==> src/rtl/plic_gateway_pkg.sv <==
// Shared types and default widths for the PLIC gateway and core.
package plic_pkg;

  localparam int unsigned DEF_SOURCES     = 5;
  localparam int unsigned DEF_ID_W        = 3;
  localparam int unsigned DEF_SYNC_STAGES = 2;
  localparam int unsigned DEF_CNT_W       = 2;

  localparam int unsigned NO_ID = 0;

  typedef enum logic [1:0] {
    IDLE       = 2'b00,
    PENDING    = 2'b01,
    IN_SERVICE = 2'b10
  } gw_state_e;

endpackage

==> src/rtl/plic_gateway_if.sv <==
// Core-facing handshake between the PLIC core and the gateway array.
interface plic_gateway_if
  import plic_pkg::*;
#(
  parameter int unsigned Number_of_Sources = DEF_SOURCES,
  parameter int unsigned Interrupt_Width   = DEF_ID_W
);

  logic                         set_IP;
  logic                         clear_IP;
  logic [Interrupt_Width-1:0]   Claim_ID;
  logic                         Complete_valid;
  logic [Interrupt_Width-1:0]   Complete_ID;
  logic [Number_of_Sources-1:0] Interrupt_Request;
  logic [Number_of_Sources-1:0] IP_interrupt;
  logic [Number_of_Sources-1:0] In_Service;

  modport slave (
    input  set_IP, clear_IP, Claim_ID, Complete_valid, Complete_ID,
    output Interrupt_Request, IP_interrupt, In_Service
  );

  modport master (
    output set_IP, clear_IP, Claim_ID, Complete_valid, Complete_ID,
    input  Interrupt_Request, IP_interrupt, In_Service
  );

endinterface

==> src/rtl/plic_gateway_cell.sv <==
// One interrupt source: synchronizer, edge counter and claim/complete FSM.
module plic_gateway_cell
  import plic_pkg::*;
#(
  parameter int unsigned SYNC_STAGES = DEF_SYNC_STAGES,
  parameter int unsigned CNT_W       = DEF_CNT_W
) (
  input  logic clk,
  input  logic rst_n,
  input  logic irq,
  input  logic edge_mode,
  input  logic set_ip,
  input  logic claim_hit,
  input  logic complete_hit,
  output logic req,
  output logic ip,
  output logic in_service
);

  logic [SYNC_STAGES-1:0] sync_q;
  logic                   s;
  logic                   prev_q;
  logic                   edge_det;
  logic [CNT_W-1:0]       cnt_q, cnt_d;
  gw_state_e              state_q, state_d;
  logic                   take;
  logic                   inc;
  logic                   dec;

  assign s        = sync_q[SYNC_STAGES-1];
  assign edge_det = s & ~prev_q;

  assign req        = (state_q == IDLE) & (edge_mode ? (cnt_q != '0) : s);
  assign take       = req & set_ip;
  assign ip         = (state_q == PENDING);
  assign in_service = (state_q == IN_SERVICE);

  always_ff @(posedge clk) begin
    if (rst_n) begin
      sync_q  <= '0;
      prev_q  <= 1'b0;
      cnt_q   <= '0;
      state_q <= IDLE;
    end else begin
      sync_q  <= {sync_q[SYNC_STAGES-2:0], irq};
      prev_q  <= s;
      cnt_q   <= cnt_d;
      state_q <= state_d;
    end
  end

  always_comb begin
    state_d = state_q;
    cnt_d   = cnt_q;
    // A saturated counter still absorbs an edge when a request is taken in the same cycle.
    inc     = edge_det & ((cnt_q != '1) | take);
    dec     = take & edge_mode;

    case (state_q)
      IDLE:       if (take)         state_d = PENDING;
      PENDING:    if (claim_hit)    state_d = IN_SERVICE;
      IN_SERVICE: if (complete_hit) state_d = IDLE;
      default:                      state_d = IDLE;
    endcase

    if (!edge_mode) begin
      cnt_d = '0;
    end else if (inc && !dec) begin
      cnt_d = cnt_q + CNT_W'(1);
    end else if (dec && !inc) begin
      cnt_d = cnt_q - CNT_W'(1);
    end
  end

endmodule

==> src/rtl/plic_gateway.sv <==
// Array of per-source gateway cells with claim/complete ID decode.
module plic_gateway
  import plic_pkg::*;
#(
  parameter int unsigned Number_of_Sources = DEF_SOURCES,
  parameter int unsigned Interrupt_Width   = DEF_ID_W,
  parameter int unsigned SYNC_STAGES       = DEF_SYNC_STAGES,
  parameter int unsigned CNT_W             = DEF_CNT_W
) (
  input  logic                         clk,
  input  logic                         rst_n,
  input  logic [Number_of_Sources-1:0] irq_src,
  input  logic [Number_of_Sources-1:0] edge_mode,
  plic_gateway_if.slave                bus
);

  logic [Number_of_Sources-1:0] req_v;
  logic [Number_of_Sources-1:0] ip_v;
  logic [Number_of_Sources-1:0] is_v;
  logic [Number_of_Sources-1:0] claim_hit;
  logic [Number_of_Sources-1:0] complete_hit;

  for (genvar k = 0; k < Number_of_Sources; k++) begin : g_src
    // Source k answers to ID k+1, so ID 0 and IDs past the last source match nothing.
    assign claim_hit[k]    = bus.clear_IP && (int'(bus.Claim_ID) != NO_ID)
                             && (int'(bus.Claim_ID) == k + 1);
    assign complete_hit[k] = bus.Complete_valid && (int'(bus.Complete_ID) != NO_ID)
                             && (int'(bus.Complete_ID) == k + 1);

    plic_gateway_cell #(
      .SYNC_STAGES (SYNC_STAGES),
      .CNT_W       (CNT_W)
    ) u_cell (
      .clk          (clk),
      .rst_n        (rst_n),
      .irq          (irq_src[k]),
      .edge_mode    (edge_mode[k]),
      .set_ip       (bus.set_IP),
      .claim_hit    (claim_hit[k]),
      .complete_hit (complete_hit[k]),
      .req          (req_v[k]),
      .ip           (ip_v[k]),
      .in_service   (is_v[k])
    );
  end

  assign bus.Interrupt_Request = req_v;
  assign bus.IP_interrupt      = ip_v;
  assign bus.In_Service        = is_v;

endmodule

==> src/flat_wrapper.sv <==
// flat-port wrapper written by rule: the top's interface ports become plain ports
module plic_gateway_flat import plic_pkg::*;
#(
  parameter int unsigned Number_of_Sources = DEF_SOURCES,
  parameter int unsigned Interrupt_Width   = DEF_ID_W,
  parameter int unsigned SYNC_STAGES       = DEF_SYNC_STAGES,
  parameter int unsigned CNT_W             = DEF_CNT_W
)
  (clk, rst_n, irq_src, edge_mode, bus_set_IP, bus_clear_IP, bus_Claim_ID, bus_Complete_valid, bus_Complete_ID, bus_Interrupt_Request, bus_IP_interrupt, bus_In_Service);
  plic_gateway_if #(.Number_of_Sources(Number_of_Sources), .Interrupt_Width(Interrupt_Width)) bus_i ();
  input  logic clk;
  input  logic rst_n;
  input  logic [Number_of_Sources-1:0] irq_src;
  input  logic [Number_of_Sources-1:0] edge_mode;
  input wire logic [$bits(bus_i.set_IP)-1:0] bus_set_IP;
  input wire logic [$bits(bus_i.clear_IP)-1:0] bus_clear_IP;
  input wire logic [$bits(bus_i.Claim_ID)-1:0] bus_Claim_ID;
  input wire logic [$bits(bus_i.Complete_valid)-1:0] bus_Complete_valid;
  input wire logic [$bits(bus_i.Complete_ID)-1:0] bus_Complete_ID;
  output wire logic [$bits(bus_i.Interrupt_Request)-1:0] bus_Interrupt_Request;
  output wire logic [$bits(bus_i.IP_interrupt)-1:0] bus_IP_interrupt;
  output wire logic [$bits(bus_i.In_Service)-1:0] bus_In_Service;
  assign bus_i.set_IP = bus_set_IP;
  assign bus_i.clear_IP = bus_clear_IP;
  assign bus_i.Claim_ID = bus_Claim_ID;
  assign bus_i.Complete_valid = bus_Complete_valid;
  assign bus_i.Complete_ID = bus_Complete_ID;
  assign bus_Interrupt_Request = bus_i.Interrupt_Request;
  assign bus_IP_interrupt = bus_i.IP_interrupt;
  assign bus_In_Service = bus_i.In_Service;
  plic_gateway #(.Number_of_Sources(Number_of_Sources), .Interrupt_Width(Interrupt_Width), .SYNC_STAGES(SYNC_STAGES), .CNT_W(CNT_W)) u_core (.clk(clk), .rst_n(rst_n), .irq_src(irq_src), .edge_mode(edge_mode), .bus(bus_i));
endmodule
==> config.mk <==
export PLATFORM = sky130hd
export DESIGN_NAME = plic_gateway_flat
export DESIGN_NICKNAME = d
export VERILOG_FILES = /design/src/rtl/plic_gateway_pkg.sv /design/src/rtl/plic_gateway_if.sv /design/src/rtl/plic_gateway_cell.sv /design/src/rtl/plic_gateway.sv /design/src/flat_wrapper.sv
export SDC_FILE = /design/constraint.sdc
export NUM_CORES = 1
export LEC_CHECK = 0
export CAP_MARGIN = 5
export CORE_MARGIN = 3
export CORE_UTILIZATION = 42
export DETAILED_ROUTE_END_ITERATION = 12
export PLACE_DENSITY = 0.71
export SKIP_LAST_GASP = 1
export SLEW_MARGIN = 20
export SYNTH_ARGS = -nofsm -noshare
export SYNTH_HDL_FRONTEND = slang
export SYNTH_HIERARCHICAL = 1
export SYNTH_SLANG_ARGS = --single-unit
==> constraint.sdc <==
create_clock -name clk -period 1.9 [get_ports clk]
set_input_delay 0.38 -clock clk [delete_from_list [all_inputs] [get_ports clk]]
set_output_delay 0.38 -clock clk [all_outputs]
set_load 0.01 [all_outputs]
==> results of run 1 <==
[logic make-up after synthesis]
logic type	Yosys count	share of synthesized area
AO/OA/AOI/OAI	35	0.154
XOR/XNOR	10	0.0538
adder cells (fa/ha/maj)	5	0.0385
buffers and inverters	10	0.0231
flip-flops	35	0.431
AND/OR/NAND/NOR	75	0.300
[what timing repair did]
action                     CTS  global route
hold endpoints to repair     0             0
setup buffers                7             9
hold buffers                 0             0
setup endpoints to repair   14            12
resized for setup           42            44
pin swaps                   16            21
[final cells by class]
type / instances / area [µm²]
fill: 257 / 886
clock buffer: 8 / 100
timing repair buffer: 68 / 604
sequential: 35 / 722
inverter: 10 / 37.5
tap: 46 / 57.6
multi-input combinational: 125 / 1110
[per-stage QoR]
stage | total power, µW | hold slack, ns | TNS, ns | util | setup slack, ns
6_report | 1720 | 0.437 | -0.0329 | 0.748 | -0.0172
5_1_grt | 1800 | 0.461 | -0.396 | 0.748 | -0.0960
4_1_cts | 1680 | 0.442 | -0.128 | 0.686 | -0.128
3_5_place_dp | 1070 | 0.425 | -6.20 | 0.618 | -0.638
3_3_place_gp | 1060 | 0.417 | -5.30 | 0.618 | -0.489
2_1_floorplan | 915 | 0.414 | 0 | - | 0.0831
[synth_stat cells, drive strengths merged]
| cell | instances | area share |
|---|---|---|
| nand3 | 5 | 0.015 |
| and4b | 4 | 0.027 |
| ha | 5 | 0.038 |
| or3 | 5 | 0.019 |
| dfxtp | 35 | 0.43 |
| or2b | 5 | 0.023 |
| or3b | 5 | 0.027 |
| xor2 | 10 | 0.054 |
| nor2b | 20 | 0.077 |
| o21ai | 5 | 0.015 |
| and4bb | 6 | 0.046 |
| o211a | 5 | 0.031 |
| a311oi | 5 | 0.027 |
| a21oi | 10 | 0.031 |
| nand2b | 5 | 0.019 |
| nor2 | 20 | 0.046 |
| inv | 10 | 0.023 |
| a22oi | 5 | 0.023 |
| o2111ai | 5 | 0.027 |
[power breakdown]
part / internal [µW] / total (µW) / switching, µW
Clock: 330 / 580 / 250
Sequential: 761 / 785 / 24.0
Combinational: 201 / 356 / 155
[flip-flops by register name, indices dropped and copies added (netlist names)]
signal,flops
u_core/g_src.u_cell/cnt_q,10
u_core/g_src.u_cell/prev_q,5
u_core/g_src.u_cell/state_q,10
u_core/g_src.u_cell/sync_q,10
[worst min path at each step]
stage                                                      from                                           to  slack (ns)  cells after the start
finish              u_core/g_src[1].u_cell/sync_q[0]$_SDFF_PP0_  u_core/g_src[1].u_cell/sync_q[1]$_SDFF_PP0_        0.44                      1
global route        u_core/g_src[3].u_cell/sync_q[0]$_SDFF_PP0_  u_core/g_src[3].u_cell/sync_q[1]$_SDFF_PP0_        0.46                      1
floorplan           u_core/g_src[0].u_cell/sync_q[0]$_SDFF_PP0_  u_core/g_src[0].u_cell/sync_q[1]$_SDFF_PP0_        0.41                      1
detailed placement  u_core/g_src[1].u_cell/sync_q[0]$_SDFF_PP0_  u_core/g_src[1].u_cell/sync_q[1]$_SDFF_PP0_        0.43                      1
CTS                 u_core/g_src[1].u_cell/sync_q[0]$_SDFF_PP0_  u_core/g_src[1].u_cell/sync_q[1]$_SDFF_PP0_        0.44                      1
global placement    u_core/g_src[1].u_cell/sync_q[0]$_SDFF_PP0_  u_core/g_src[1].u_cell/sync_q[1]$_SDFF_PP0_        0.42                      1
[routing by layer]
layer | vias up | GRT usage | share of wire
met3 | 15 | 0.0509 | 0.051
li1 | 767 | - | -
met4 | 0 | 0.0670 | 0.018
met2 | 52 | 0.379 | 0.53
met5 | - | 0 | 0
met1 | 748 | 0.225 | 0.40
==> reports/qor.yml, run 1 <==
status:
  status: "complete, but fails checks"
  violations: "setup timing"
sta:
  hold_viol: 0
  slew_viol_final: 0
  fin_ws_ns: -0.0172
  rsz0062_at_grt: "true"
  min_period_ns: 1.92
  tightest_slew_ns: 0.235
  slew_headroom: 0.842
  setup-violations-final: 2
  fin_worst_skew_ns: 0.00396
  fmax_mhz: 522
  finalCritPeriodShare: 1.01
cts:
  cts_sinks: 35
  clockRootBuffer: "clkbuf_8"
  cts_tree: "built"
  cts_buffers: 5
  cts_buffer_depth: 2
  htreeDepth: 2
  clkLatencyLatePin_ns: 0.28
  clk_pin_slew_worst_paths_ns: 0.07
grt:
  grt_max_degree: 31
  antenna_found_initial: 0
  grt_overflow: 0
  grt.total_usage: 0.205
  grt_pass1_vias: 1586
  grt_pass1_wl_um: 7100
floorplanning:
  die_h_um: 68.2
  ioPinCount: 36
  core-area_mm2: 0.00352
  die_x_um: 68.2
  rows: 21
  die_area_mm2: 0.00466
  start_util: 0.462
power:
  p_leak_uw: 0.00107
  powerDensity_mw_per_mm2: 653
  ir_worst_vdd_mv: 0.613
worst_setup_path:
  critPathBufInv: 1
  cp-endpoint: "bus_In_Service[0]"
  crit_required_ns: 1.52
  cp_top_family: "buffers and inverters"
  rr_startpoint: "u_core/g_src[2].u_cell/cnt_q[0]$_SDFFE_PP0P_"
  slowest_stage: "clkdlybuf4s50_1"
  rr_endpoint: "u_core/g_src[2].u_cell/cnt_q[1]$_SDFFE_PP0P_"
  cp_num_cells: 2
  endpoint_kind: "primary output"
  crit_path_max_incr_delay_ns: 0.59
  crit_chain: "nor2b_1, clkdlybuf4s50_1"
  arrival_ns: 1.54
  crit_type: "flip-flop to primary output"
  critical_path.startpoint: "u_core/g_src[0].u_cell/state_q[1]$_SDFFE_PP0P_"
  r2r_cells: 7
  worst-path-max-fanout: 3
  cp-start-kind: "flip-flop"
  r2r_setup_slack_ns: -0.02
synthesis:
  avgSynthCellArea_um2: 9.57
  netlist_area_mm2: 0.00163
  yosys_warnings: 6
  syn_nets: 196
  seq_area_frac_synth: 0.431
  netlist_instances: 170
  ys_ff_latch: 35
  synth.distinct_cells: 21
detailed_routing:
  vias_per_cell: 5.42
  wl_per_cell_um: 16.2
  num_vias: 1582
  first_iter_violations: 77
  first_pass_iters: 4
  drc: 0
  ant_nets: 0
  wl_um: 4720
place:
  dp.cells: 268
  place_area_mm2: 0.00217
  gp_congestion: 0.796
  dp_hpwl_um: 2940
  portBuffers: 35
final_layout:
  num-nets-final: 271
  final_cells: 292
  layout_common_cells: "buf_4, dfxtp_1, clkdlybuf4s50_1"
  layout-drive-gt1-share: 0.394
  final_common_cell: "buf_4"
  areaGrowthSynthToFinish_pct: 62.0
  design_area_mm2: 0.00264
  diodes: 0
job:
  max_cap_viol_count: 0
worst_hold_path:
  min_path_type: "flip-flop to flip-flop"
No activity file was read; power rests on OpenSTA's default activity.
==> inputs of run 2 (changes only) <==
==> constraint.sdc (replaced) <==
create_clock -name clk -period 1.75 [get_ports clk]
set_input_delay 0.35 -clock clk [delete_from_list [all_inputs] [get_ports clk]]
set_output_delay 0.35 -clock clk [all_outputs]
set_load 0.01 [all_outputs]
==> reports/qor.yml, run 2 (synthesis results as in run 1) <==
worst_setup_path:
  arrival_ns: 2.08  # +0.54 ns
  crit_path_max_incr_delay_ns: 0.41  # -0.18 ns
  critPathBufInv: 0  # -1
  worst-path-max-fanout: 2  # -1
  slowest_stage: "or3b_4"
  endpoint_kind: "flip-flop"
  crit_chain: "or3b_4, o2111ai_4, a311oi_2, ha_2, xor2_2, or3_4, a21oi_2"
  crit_required_ns: 1.97  # +0.45 ns
  crit_type: "flip-flop to flip-flop"
  cp_top_family: "simple AND/OR/NAND/NOR gates"
  cp-start-kind: "flip-flop"
sta:
  slew_viol_final: 0  # unchanged
  tightest_slew_ns: 0.264  # +0.0286 ns
  finalCritPeriodShare: 1.06
  setup-violations-final: 5  # +3
  fmax_mhz: 537
  fin_ws_ns: -0.111  # -0.0943 ns
  slew_headroom: 0.822  # -0.0193
  holdWs_ns: 0.449  # +0.0121 ns
  min_period_ns: 1.86
  fin_worst_skew_ns: 0.00324  # -0.000713 ns
  hold_viol: 0  # unchanged
  rsz0062_at_grt: "true"
floorplanning:
  rows: 21  # unchanged
  core-area_mm2: 0.00352  # unchanged
  ioPinCount: 36  # unchanged
  start_util: 0.462  # unchanged
  die_x_um: 68.2  # unchanged
  die_area_mm2: 0.00466  # unchanged
  die_h_um: 68.2  # unchanged
worst_hold_path:
  min_path_type: "flip-flop to flip-flop"
status:
  violations: "setup timing"
  status: "complete, but fails checks"
power:
  ir_worst_vdd_mv: 0.551  # -10%
  p_leak_uw: 0.00115  # +7.8%
  powerDensity_mw_per_mm2: 665  # +1.9%
final_layout:
  num-nets-final: 280  # +3.3%
  layout_common_cells: "buf_4, dfxtp_1, clkdlybuf4s50_1, nor2_1, nor2b_1"
  final_common_cell: "buf_4"
  final_cells: 299  # +2.4%
  fin_util: 0.758  # +0.00924
  layout-drive-gt1-share: 0.423  # +0.0286
  design_area_mm2: 0.00267  # +1.2%
  seq_area_um2: 711  # -1.6%
  areaGrowthSynthToFinish_pct: 64.0
  multiInputGateArea_mm2: 0.00113  # +1.1%
  num-fill-cells: 241  # -6.2%
  reg_top3: "u_core/g_src.u_cell/cnt_q: 10 flops, u_core/g_src.u_cell/state_q: 10 flops, u_core/g_src.u_cell/sync_q: 10 flops"
  diodes: 0  # unchanged
grt:
  grt_max_degree: 17  # -45%
  antenna_found_initial: 0  # unchanged
  grt_pass1_wl_um: 7240  # +1.9%
  grt_overflow: 0  # unchanged
  grt_pass1_vias: 1658  # +4.5%
  grt.total_usage: 0.209  # +0.00425
cts:
  clk_pin_slew_worst_paths_ns: 0.06  # about the same
  cts_buffer_depth: 2  # unchanged
  htreeDepth: 2  # unchanged
  cts_sinks: 35  # unchanged
  clkLatencyLatePin_ns: 0.28  # about the same
  clockRootBuffer: "clkbuf_8"
  cts_buffers: 5  # unchanged
  cts_tree: "built"
detailed_routing:
  num_vias: 1554  # -1.8%
  first_pass_iters: 4  # unchanged
  wl_per_cell_um: 14.8  # -8.4%
  wl_um: 4420  # -6.3%
  first_iter_violations: 82  # +6.5%
  vias_per_cell: 5.20  # -4.1%
  ant_nets: 0  # unchanged
  drc: 0  # unchanged
place:
  portBuffers: 35  # unchanged
  dp_hpwl_um: 3080  # +4.6%
  gp_congestion: 0.751  # -5.8%
  post-place-ws_ns: -0.586  # +0.0520 ns
  dp.cells: 280  # +4.5%
  place_area_mm2: 0.00232  # +6.7%
job:
  max_cap_viol_count: 0  # unchanged
## run 2: cell count changes in the layout (fill, tap and decap cells not counted), sizes merged
cell,before,now
buf,35,46
clkdlybuf4s50,24,15
dlygate4sd2,5,12
clkdlybuf4s15,3,1
clkbuf,8,7
dlymetal6s2s,1,2
## run 2: cell type report
type,instances,area share
Tap cell,46,0.0216
Sequential cell,35,0.266
Clock buffer,6,0.0272
Multi-Input combinational cell,125,0.422
Inverter,10,0.0141
Timing Repair Buffer,77,0.249
## run 2: layer usage
layer	vias to the layer above	track usage	routed length (µm)
li1	777	-	-
met1	735	0.222	1850
met2	37	0.389	2290
met3	5	0.0509	212
met4	0	0.0844	64
met5	-	0	0
## run 2: path summary, 6_finish.rpt
path,to,slack (ns),cells after the start,startpoint
worst max register to register,u_core/g_src[0].u_cell/cnt_q[1]$_SDFFE_PP0P_,-0.11,7,u_core/g_src[0].u_cell/cnt_q[0]$_SDFFE_PP0P_
worst min-delay path,u_core/g_src[1].u_cell/sync_q[1]$_SDFF_PP0_,0.45,1,u_core/g_src[1].u_cell/sync_q[0]$_SDFF_PP0_
worst min register to register,u_core/g_src[1].u_cell/sync_q[1]$_SDFF_PP0_,0.45,1,u_core/g_src[1].u_cell/sync_q[0]$_SDFF_PP0_
worst max-delay path,u_core/g_src[0].u_cell/cnt_q[1]$_SDFFE_PP0P_,-0.11,7,u_core/g_src[0].u_cell/cnt_q[0]$_SDFFE_PP0P_
## run 2: worst reg2reg max path: cells and delay by family (launching register included)
| family | cells | cell delay [ns] |
|---|---|---|
| AOI/OAI and AO/OA | 3 | 0.35 |
| xor gates and xnor gates | 1 | 0.16 |
| adders and majority gates | 1 | 0.21 |
| DFF | 1 | 0.32 |
| and+or+nand+nor | 2 | 0.75 |
## run 2: stage by stage
| stage | total power, µW | TNS [ns] |
|---|---|---|
| 2_1_floorplan | 1010 | 0 |
| 3_3_place_gp | 1190 | -6.52 |
| 3_5_place_dp | 1200 | -7.26 |
| 4_1_cts | 1770 | -0.776 |
| 5_1_grt | 1870 | -0.773 |
| 6_report | 1770 | -0.412 |
## run 2: power breakdown
group | total, µW | internal, µW | switching [µW]
Sequential | 853 | 830 | 23.0
Clock | 521 | 265 | 257
Combinational | 400 | 229 | 171
## run 2: repair_timing
item                                    CTS  global route
resized for setup                        60            26
endpoints found under the setup margin   24            16
pin swaps                                27            23
hold buffers                              0             0
buffers inserted                          7             6
